**src/rtl/rv64g_l1_vlsu_refill_engine_pkg.sv**
```systemverilog
// Shared definitions for the L1 VLSU refill engine: TileLink-C opcode and
// param encodings, line geometry, L1 permission encoding and FSM states.
package rv64g_l1_vlsu_refill_engine_pkg;

  // Line geometry
  localparam int unsigned LINE_BYTES = 64;
  localparam int unsigned LOG2_LINE  = 6;

  // TileLink opcodes used by this engine
  localparam logic [2:0] TL_A_ACQUIRE_BLOCK = 3'd6;
  localparam logic [2:0] TL_D_GRANT         = 3'd4;
  localparam logic [2:0] TL_D_GRANT_DATA    = 3'd5;

  // Acquire (Grow) param encodings on channel A
  localparam logic [2:0] TL_GROW_NTOB = 3'd0;
  localparam logic [2:0] TL_GROW_NTOT = 3'd1;

  // Cap param encodings on channel D
  localparam logic [1:0] TL_CAP_TOT = 2'd0;
  localparam logic [1:0] TL_CAP_TOB = 2'd1;
  localparam logic [1:0] TL_CAP_TON = 2'd2;

  // L1 permission encoding stored alongside the tag
  localparam logic [1:0] L1_PERM_N = 2'd0;
  localparam logic [1:0] L1_PERM_B = 2'd1;
  localparam logic [1:0] L1_PERM_T = 2'd2;

  // Transfer size field for one full line (log2 of bytes)
  localparam logic [3:0] TL_SIZE_LINE = 4'd6;

  typedef enum logic [2:0] {
    ST_IDLE  = 3'd0,
    ST_ACQ   = 3'd1,
    ST_GRANT = 3'd2,
    ST_ACK   = 3'd3,
    ST_DONE  = 3'd4
  } refill_state_e;

  // Map the granted cap onto the permission written into the tag array.
  function automatic logic [1:0] cap_to_perm(input logic [1:0] cap);
    logic [1:0] perm;
    case (cap)
      TL_CAP_TOT: perm = L1_PERM_T;
      TL_CAP_TOB: perm = L1_PERM_B;
      default:    perm = L1_PERM_N;
    endcase
    return perm;
  endfunction

endpackage

```
**src/rtl/rv64g_l1_vlsu_refill_engine.sv**
```systemverilog
// L1 VLSU refill engine: turns one refill request into a single TileLink-C
// AcquireBlock / GrantData / GrantAck exchange, streams the line into the
// data array, writes tag and permission, and pulses completion.
module rv64g_l1_vlsu_refill_engine
  import rv64g_l1_vlsu_refill_engine_pkg::*;
#(
  parameter int unsigned TAG_W     = 53,
  parameter int unsigned INDEX_W   = 5,
  parameter int unsigned WAY_W     = 2,
  parameter int unsigned DATA_W    = 64,
  parameter int unsigned SRC_W     = 4,
  parameter int unsigned SINK_W    = 4,
  parameter int unsigned SOURCE_ID = 0
) (
  input  logic               clk_i,
  input  logic               rst_ni,
  // Miss handler side
  input  logic               refill_req_i,
  input  logic [63:0]        refill_addr_i,
  input  logic               refill_excl_i,
  input  logic [WAY_W-1:0]   victim_way_i,
  output logic               refill_done_o,
  output logic               refill_err_o,
  output logic               busy_o,
  // TL-A
  output logic               a_valid_o,
  input  logic               a_ready_i,
  output logic [2:0]         a_opcode_o,
  output logic [2:0]         a_param_o,
  output logic [3:0]         a_size_o,
  output logic [SRC_W-1:0]   a_source_o,
  output logic [63:0]        a_address_o,
  // TL-D
  input  logic               d_valid_i,
  output logic               d_ready_o,
  input  logic [2:0]         d_opcode_i,
  input  logic [1:0]         d_param_i,
  input  logic [SRC_W-1:0]   d_source_i,
  input  logic [SINK_W-1:0]  d_sink_i,
  input  logic               d_denied_i,
  input  logic               d_corrupt_i,
  input  logic [DATA_W-1:0]  d_data_i,
  // TL-E
  output logic               e_valid_o,
  input  logic               e_ready_i,
  output logic [SINK_W-1:0]  e_sink_o,
  // L1 data array write port
  output logic               data_we_o,
  output logic [INDEX_W-1:0] data_index_o,
  output logic [WAY_W-1:0]   data_way_o,
  output logic [2:0]         data_beat_o,
  output logic [DATA_W-1:0]  data_wdata_o,
  // L1 tag array write port
  output logic               tag_we_o,
  output logic [TAG_W-1:0]   tag_o,
  output logic [1:0]         tag_perm_o
);

  localparam int unsigned     LINE_W    = 64 - LOG2_LINE;
  localparam int unsigned     BEATS     = (LINE_BYTES * 8) / DATA_W;
  localparam logic [2:0]      LAST_BEAT = 3'(BEATS - 1);
  localparam logic [SRC_W-1:0] SRC_ID   = SRC_W'(SOURCE_ID);

  // Latched request and transaction state
  refill_state_e       state_q;
  logic [LINE_W-1:0]   line_q;
  logic                excl_q;
  logic [WAY_W-1:0]    way_q;
  logic [2:0]          beat_q;
  logic                err_q;
  logic [SINK_W-1:0]   sink_q;
  logic [1:0]          param_q;

  // Registered handshake and pulse outputs
  logic                a_valid_q;
  logic                d_ready_q;
  logic                e_valid_q;
  logic                busy_q;
  logic                done_q;
  logic                done_err_q;

  // Per-beat decode of channel D
  logic                d_hs_s;
  logic                is_data_s;
  logic                beat_err_s;
  logic                err_now_s;
  logic                last_beat_s;
  logic                unused_addr_s;

  // The byte offset within the line carries no information for a full-line fill.
  assign unused_addr_s = ^refill_addr_i[LOG2_LINE-1:0];

  assign d_hs_s      = d_ready_q & d_valid_i;
  assign is_data_s   = (d_opcode_i == TL_D_GRANT_DATA);
  // Anything other than GrantData (Grant or an unknown opcode) is a bad
  // grant for a line refill and ends the D phase after that single beat.
  assign beat_err_s  = d_denied_i | d_corrupt_i | (d_source_i != SRC_ID) |
                       ~is_data_s | (d_param_i == TL_CAP_TON);
  assign err_now_s   = err_q | beat_err_s;
  assign last_beat_s = ~is_data_s | (beat_q == LAST_BEAT);

  // Control FSM: sequences the A, D and E channels and owns all registered outputs
  always_ff @(posedge clk_i or negedge rst_ni) begin
    if (!rst_ni) begin
      state_q    <= ST_IDLE;
      line_q     <= {LINE_W{1'b0}};
      excl_q     <= 1'b0;
      way_q      <= {WAY_W{1'b0}};
      beat_q     <= 3'd0;
      err_q      <= 1'b0;
      sink_q     <= {SINK_W{1'b0}};
      param_q    <= 2'd0;
      a_valid_q  <= 1'b0;
      d_ready_q  <= 1'b0;
      e_valid_q  <= 1'b0;
      busy_q     <= 1'b0;
      done_q     <= 1'b0;
      done_err_q <= 1'b0;
    end else begin
      done_q     <= 1'b0;
      done_err_q <= 1'b0;
      case (state_q)
        ST_IDLE: begin
          if (refill_req_i) begin
            line_q    <= refill_addr_i[63:LOG2_LINE];
            excl_q    <= refill_excl_i;
            way_q     <= victim_way_i;
            a_valid_q <= 1'b1;
            busy_q    <= 1'b1;
            state_q   <= ST_ACQ;
          end
        end
        ST_ACQ: begin
          if (a_ready_i) begin
            a_valid_q <= 1'b0;
            d_ready_q <= 1'b1;
            beat_q    <= 3'd0;
            err_q     <= 1'b0;
            state_q   <= ST_GRANT;
          end
        end
        ST_GRANT: begin
          if (d_hs_s) begin
            beat_q <= beat_q + 3'd1;
            err_q  <= err_now_s;
            if (beat_q == 3'd0) begin
              sink_q  <= d_sink_i;
              param_q <= d_param_i;
            end
            if (last_beat_s) begin
              d_ready_q <= 1'b0;
              e_valid_q <= 1'b1;
              state_q   <= ST_ACK;
            end
          end
        end
        ST_ACK: begin
          if (e_ready_i) begin
            e_valid_q  <= 1'b0;
            done_q     <= 1'b1;
            done_err_q <= err_q;
            state_q    <= ST_DONE;
          end
        end
        ST_DONE: begin
          busy_q  <= 1'b0;
          state_q <= ST_IDLE;
        end
        default: begin
          a_valid_q <= 1'b0;
          d_ready_q <= 1'b0;
          e_valid_q <= 1'b0;
          busy_q    <= 1'b0;
          state_q   <= ST_IDLE;
        end
      endcase
    end
  end

  // Miss handler status
  assign refill_done_o = done_q;
  assign refill_err_o  = done_err_q;
  assign busy_o        = busy_q;

  // Channel A: fields come straight from the latched request, so they stay
  // stable for as long as a_valid_o waits on a_ready_i.
  assign a_valid_o   = a_valid_q;
  assign a_opcode_o  = TL_A_ACQUIRE_BLOCK;
  assign a_param_o   = excl_q ? TL_GROW_NTOT : TL_GROW_NTOB;
  assign a_size_o    = TL_SIZE_LINE;
  assign a_source_o  = SRC_ID;
  assign a_address_o = {line_q, {LOG2_LINE{1'b0}}};

  // Channels D and E
  assign d_ready_o = d_ready_q;
  assign e_valid_o = e_valid_q;
  assign e_sink_o  = sink_q;

  // Data array: one write per accepted GrantData beat, in the same cycle.
  assign data_we_o    = d_hs_s & is_data_s;
  assign data_index_o = line_q[INDEX_W-1:0];
  assign data_way_o   = way_q;
  assign data_beat_o  = beat_q;
  assign data_wdata_o = d_data_i;

  // Tag array: written on the final data beat only if no beat so far
  // (including this one) flagged an error; the permission follows the cap
  // captured on the first beat.
  assign tag_we_o   = d_hs_s & is_data_s & (beat_q == LAST_BEAT) & ~err_now_s;
  assign tag_o      = line_q[INDEX_W +: TAG_W];
  assign tag_perm_o = cap_to_perm(param_q);

endmodule

```
**config.mk**
```make
export PLATFORM = sky130hd
export DESIGN_NAME = rv64g_l1_vlsu_refill_engine
export DESIGN_NICKNAME = d
export VERILOG_FILES = /design/src/rtl/rv64g_l1_vlsu_refill_engine_pkg.sv /design/src/rtl/rv64g_l1_vlsu_refill_engine.sv
export SDC_FILE = /design/constraint.sdc
export NUM_CORES = 1
export LEC_CHECK = 0
export BUFFER_PORTS_ARGS = -buffer_cell sky130_fd_sc_hd__buf_2
export CAP_MARGIN = 5
export CORE_AREA = 4 4 142 144
export CTS_CLUSTER_DIAMETER = 100
export DETAILED_ROUTE_END_ITERATION = 12
export DIE_AREA = 0 0 146 148
export PLACE_DENSITY = 0.61
export SLEW_MARGIN = 20
export SYNTH_ARGS = -nofsm -noshare
export SYNTH_HDL_FRONTEND = slang
export SYNTH_SLANG_ARGS = --single-unit
```
**constraint.sdc**
```tcl
create_clock -name clk_i -period 2 [get_ports clk_i]
set_input_delay 0.3 -clock clk_i [delete_from_list [all_inputs] [get_ports clk_i]]
set_output_delay 0.3 -clock clk_i [all_outputs]
set_load 0.01 [all_outputs]
```
# --- Word-level counts from Yosys, hierarchy flattened ---
# Cells that the tools add are included.
totals:
  ff_bits: 80
  in_bits: 152
  output_inout_bits: 219
  elab_cells: 90
classes:
  add_sub_neg: 1
  n_eq_ne: 13
  mux: 29
  bitwise: 16
  n_reduce_logical: 17
ops:
  columns: ["operator", "count"]
  rows:
  - ["3-bit two-way mux", 7]
  - ["1-bit two-way mux", 14]
  - ["3-bit one-hot mux with 4 select lines", 1]
  - ["3-bit OR reduction", 4]
  - ["2-bit inequality test (second input constant)", 5]
  - ["3-bit == test (second input constant)", 3]
  - ["1-bit one-hot mux with 3 select lines", 3]
  - ["3-bit AND reduction", 3]
  - ["4-bit AND reduction", 2]
  - ["3-bit by 2-bit == test with 1-bit output (second input constant)", 2]
  - ["3-bit zero test", 2]
  - ["1-bit inverter", 6]
  - ["1-bit bitwise OR", 6]
  - ["3-bit one-hot mux with 2 select lines", 1]
  - ["5-bit AND reduction", 1]
  - ["1-bit AND", 4]
  - ["1-bit one-hot mux with 2 select lines", 2]
  - ["2-bit one-hot mux with 2 select lines", 1]
  - ["2-bit AND reduction", 2]
  - ["4-bit nonzero test", 1]
  - ["3-bit by 1-bit adder with 3-bit output (second input constant)", 1]
  - ["3-bit by 1-bit == test with 1-bit output (second input constant)", 1]
  - ["2-bit by 1-bit == test with 1-bit output (second input constant)", 1]
  - ["2-bit == test (second input constant)", 1]
  - ["other kinds (2)", 2]

# --- Depth between registers and ports, before layout ---
logic_depth:
  word_depth: 7
  mapped_depth: 6
  mapped_depth_nobuf: 5

# --- Worst setup path after synthesis ---
# OpenSTA, ideal clock, no wires.
synth_path:
  path_kind: "reg2reg"
  from: "register state_q[2]"
  to: "register sink_q[0] (netlist: e_sink_o[0])"
  setup_time_ns: 0.125
  arrival_ns: 1.509
  required_time_ns: 1.875
  setup_slack_ns: 0.366
  path_stages_with_launch: 6
  path_buffers: 1
  synth_period_minus_slack_ns: 1.634
  cell_sequence: "dfrtp_1 -> buf_6 -> nor3b_4 -> nand3_4 -> nor3b_4 -> mux2_2"
synth_between:
  elab_chain_cells: 2
synth_rtl:
  columns: ["item", "line_no", "text"]
  rows:
  - ["start, declared", "rv64g_l1_vlsu_refill_engine.sv:65", "refill_state_e state_q;"]
  - ["start signal, assigned", "rv64g_l1_vlsu_refill_engine.sv:105", "state_q <= ST_IDLE;"]
  - ["start signal, assigned", "rv64g_l1_vlsu_refill_engine.sv:130", "state_q <= ST_ACQ;"]
  - ["start signal, assigned", "rv64g_l1_vlsu_refill_engine.sv:139", "state_q <= ST_GRANT;"]
  - ["3-bit by 2-bit == test with 1-bit output", "rv64g_l1_vlsu_refill_engine.sv:122", "case (state_q)"]
  - ["3-bit AND reduction (no source line)", null, null]
  - ["end signal, assigned", "rv64g_l1_vlsu_refill_engine.sv:111", "sink_q <= {SINK_W{1'b0}};"]
  - ["end signal, assigned", "rv64g_l1_vlsu_refill_engine.sv:147", "sink_q <= d_sink_i;"]
  - ["end, declared", "rv64g_l1_vlsu_refill_engine.sv:71", "logic [SINK_W-1:0] sink_q;"]
# Every way passes these cells.
# A chain may end at the register's enable or synchronous reset.

# --- Final worst setup path ---
layout_path:
  from: "register err_q"
  to: "output port tag_we_o"
layout_between:
  elab_chain_cells: 3
layout_rtl:
  columns: ["item", "line_no", "text"]
  rows:
  - ["start, declared", "rv64g_l1_vlsu_refill_engine.sv:70", "logic err_q;"]
  - ["start signal, assigned", "rv64g_l1_vlsu_refill_engine.sv:145", "err_q <= err_now_s;"]
  - ["1-bit bitwise OR", "rv64g_l1_vlsu_refill_engine.sv:99", "assign err_now_s = err_q | beat_err_s;"]
  - ["1-bit inverter", "rv64g_l1_vlsu_refill_engine.sv:209", "assign tag_we_o = d_hs_s & is_data_s & (beat_q == LAST_BEAT) & ~err_now_s;"]
  - ["1-bit AND", "rv64g_l1_vlsu_refill_engine.sv:209", null]
  - ["end, declared", "rv64g_l1_vlsu_refill_engine.sv:54", "output logic tag_we_o,"]
# Every way passes these cells.

==> qor.csv <==
metric,value,unit
status,finished clean,
maximum vdd drop,0.0005228,V
CP required,1.70,ns
internal power,5.644,mW
number of global-route vias before repair,2756,
Avg WL per Cell,15.55,um
GRT Overall Usage,9.707,%
RSZ-0062 raised after global routing,no,
DR iter-0 viols,62,
Seq pwr share,34.1,%
DR vias,2730,
crit path max fanout,3,
Congestion Overflow GR,0,
Hold WC Path Type,in -> reg,
Fin. Hold Viols,0,
Worst Skew,0.004524,ns
final total negative setup slack,0,ns
Max Cap Violations,0,
# diodes,0,
Mapped Area,4288,um2
synth warn,0,
initial antenna violation count,1,
leakage,2.521,nW
Final Setup Violations,0,
CTS tree,built,
share of cells above drive strength 1,66.74,%
Max Fclk,547.5,MHz
die width,146,um
CP endpoint kind,primary output,
htree depth,3,
Seq cells post-synth,80,
Top Ports,371,
total CTS buffers,9,
clk root buf,clkbuf_16,
post-DP HPWL,8.693,mm
Max Slew Vio Count,0,
first-pass GRT wire length,16.06,mm
CP arrival,1.53,ns
CTS Sinks,80,
final core occ,26.96,%
area delta synth->final,17.62,%
Final ANT Viol Nets,0,
# nets final,617,
die area,21610,um2
synthesized instance count,360,
1st-pass router iterations,4,
post-synthesis sequential area ratio,46.69,%
worst-skew pair later-pin latency,0.34,ns
maximum root-to-sink buffer count,2,
final wirelength,10.88,mm
core box area,18710,um2
Clock transition at path regs,0.06,ns
Yosys cell types,30,
Initial Util,22.92,%
clock power share,22.6,%
Switching Share,35.93,%
PwrDens,1747,nW/um2
synthesized area per cell,11.91,um2
gp weighted congestion,0.7297,
vias per cell,3.900,
Port Buffers,217,
Placement Rows,50,
NetSw,3.165,mW
largest net degree at the start of global routing,45,
fin crit share,91.33,%
# DRC,0,
PostCTS Resize Cnt,0,
Setup crit start kind,flip-flop,
die height,148,um
Period minus WS final,1.827,ns
Crit Path Class,reg -> out,
combinational group share of total power,43.3,%
[stage by stage]
step	instance area [um2]	hold WS [ns]	power (mW)	setup WS, ns	std cells
after floorplan	4352	0.004409	6.006	0.3659	377
after global placement	4676	0.2632	6.918	0.2075	684
after detailed placement	4676	0.2615	6.975	0.2016	684
after CTS	5044	0.1659	9.055	0.1060	700
after global routing	5044	0.1674	9.422	0.02543	700
final	5044	0.1883	8.809	0.1735	700
[what timing repair did]
action	CTS	global route
setup buffers	0	0
hold buffers	1	0
hold endpoints to repair	26	0
[cells in the mapped netlist (all sizes together)]
| cell type | n | area [um2] |
|---|---|---|
| buf | 152 | 1144 |
| dfrtp | 80 | 2002 |
| mux2 | 67 | 754.5 |
| inv | 7 | 26.28 |
| nor2 | 7 | 26.28 |
| o21ai | 6 | 30.03 |
| nand2 | 5 | 18.77 |
| a21oi | 4 | 20.02 |
| nand3 | 4 | 32.53 |
| nor3b | 4 | 52.55 |
| ha | 3 | 37.54 |
| and2 | 2 | 12.51 |
| conb | 2 | 7.510 |
| nand3b | 2 | 15.01 |
| nor2b | 2 | 12.51 |
| nor4 | 2 | 12.51 |
| o22ai | 2 | 12.51 |
| a21o | 1 | 7.510 |
| a22oi | 1 | 7.510 |
| and3 | 1 | 6.260 |
| and4 | 1 | 8.760 |
| mux2i | 1 | 10.01 |
| nand2b | 1 | 6.260 |
| nand4b | 1 | 8.760 |
| o211ai | 1 | 7.510 |
| o22a | 1 | 8.760 |
[state kept, by name (all words and copies together) (netlist names), 2 cells and up]
register	count
state_q	3
param_q	2
e_sink_o	4
line_q	58
data_beat_o	3
data_way_o	2
[worst max-delay path, cell delays in order (launching register included)]
cell and delay (ns):
dfrtp_1 0.42, nor4_1 0.17, and3_1 0.25, and4_1 0.22, buf_2 0.13
[per-layer routing]
metal / vias up / wire length, um / track usage, %
met4: 0 / 296 / 4.092
met1: 1302 / 3970 / 10.49
met2: 145 / 5603 / 16.54
met5: - / 0 / 0
met3: 46 / 1014 / 4.414
li1: 1237 / - / -
[area by class of cell]
cell class | instances | area (um2)
clock inverters | 6 | 132.6
flip-flops and latches | 80 | 2002
inverters | 7 | 26.28
clock buffers | 9 | 225.2
fillers | 1980 | 13660
multi-input cells | 138 | 1181
well taps | 234 | 292.8
repair buffers | 226 | 1184
[cells by family (layout without fill, tap and decap cells)]
group / after synthesis / after routing / synth area share [%]
buf+inv: 159 / 248 / 27.28
other cells: 2 / 19 / 0.1751
mux: 68 / 68 / 17.83
compound gates: 16 / 16 / 2.189
fa+ha+maj: 3 / 3 / 0.8755
simple gates: 32 / 32 / 4.961
flops: 80 / 80 / 46.69
[path summary, 6_finish.rpt]
check	startpoint	endpoint	slack, ns	depth (start not counted)
hold reg to reg	busy_o$_DFFE_PN0P_	busy_o$_DFFE_PN0P_	0.49	1
setup / recovery	err_q$_DFFE_PN0P_	tag_we_o	0.17	4
setup reg to reg	state_q[2]$_DFFE_PN0P_	line_q[23]$_DFFE_PN0P_	0.23	5
max in group asynchronous	rst_ni	line_q[27]$_DFFE_PN0P_	0.94	3
min in group asynchronous	rst_ni	line_q[35]$_DFFE_PN0P_	0.43	2
hold / removal	refill_addr_i[14]	line_q[8]$_DFFE_PN0P_	0.19	2
[layout by cell type (no fill, tap or decap), drive strengths merged, types with 5 or more instances in the layout]
cell type,netlist,layout
inv,7,7
nand2,5,5
conb,2,19
o21ai,6,6
mux2,67,67
nor2,7,7
buf,152,225
dfrtp,80,80
clkbuf,0,9
[power by group through the flow]
stage | Combinational [mW] | Sequential, mW | Clock (mW)
CTS | 3.93 | 3.04 | 2.09
detailed placement | 3.91 | 3.06 | 0
finish | 3.82 | 3.00 | 1.99
global route | 4.12 | 3.15 | 2.15
floorplan | 2.72 | 3.29 | 0
global placement | 3.88 | 3.04 | 0
Power figures use the tool's default switching activity.
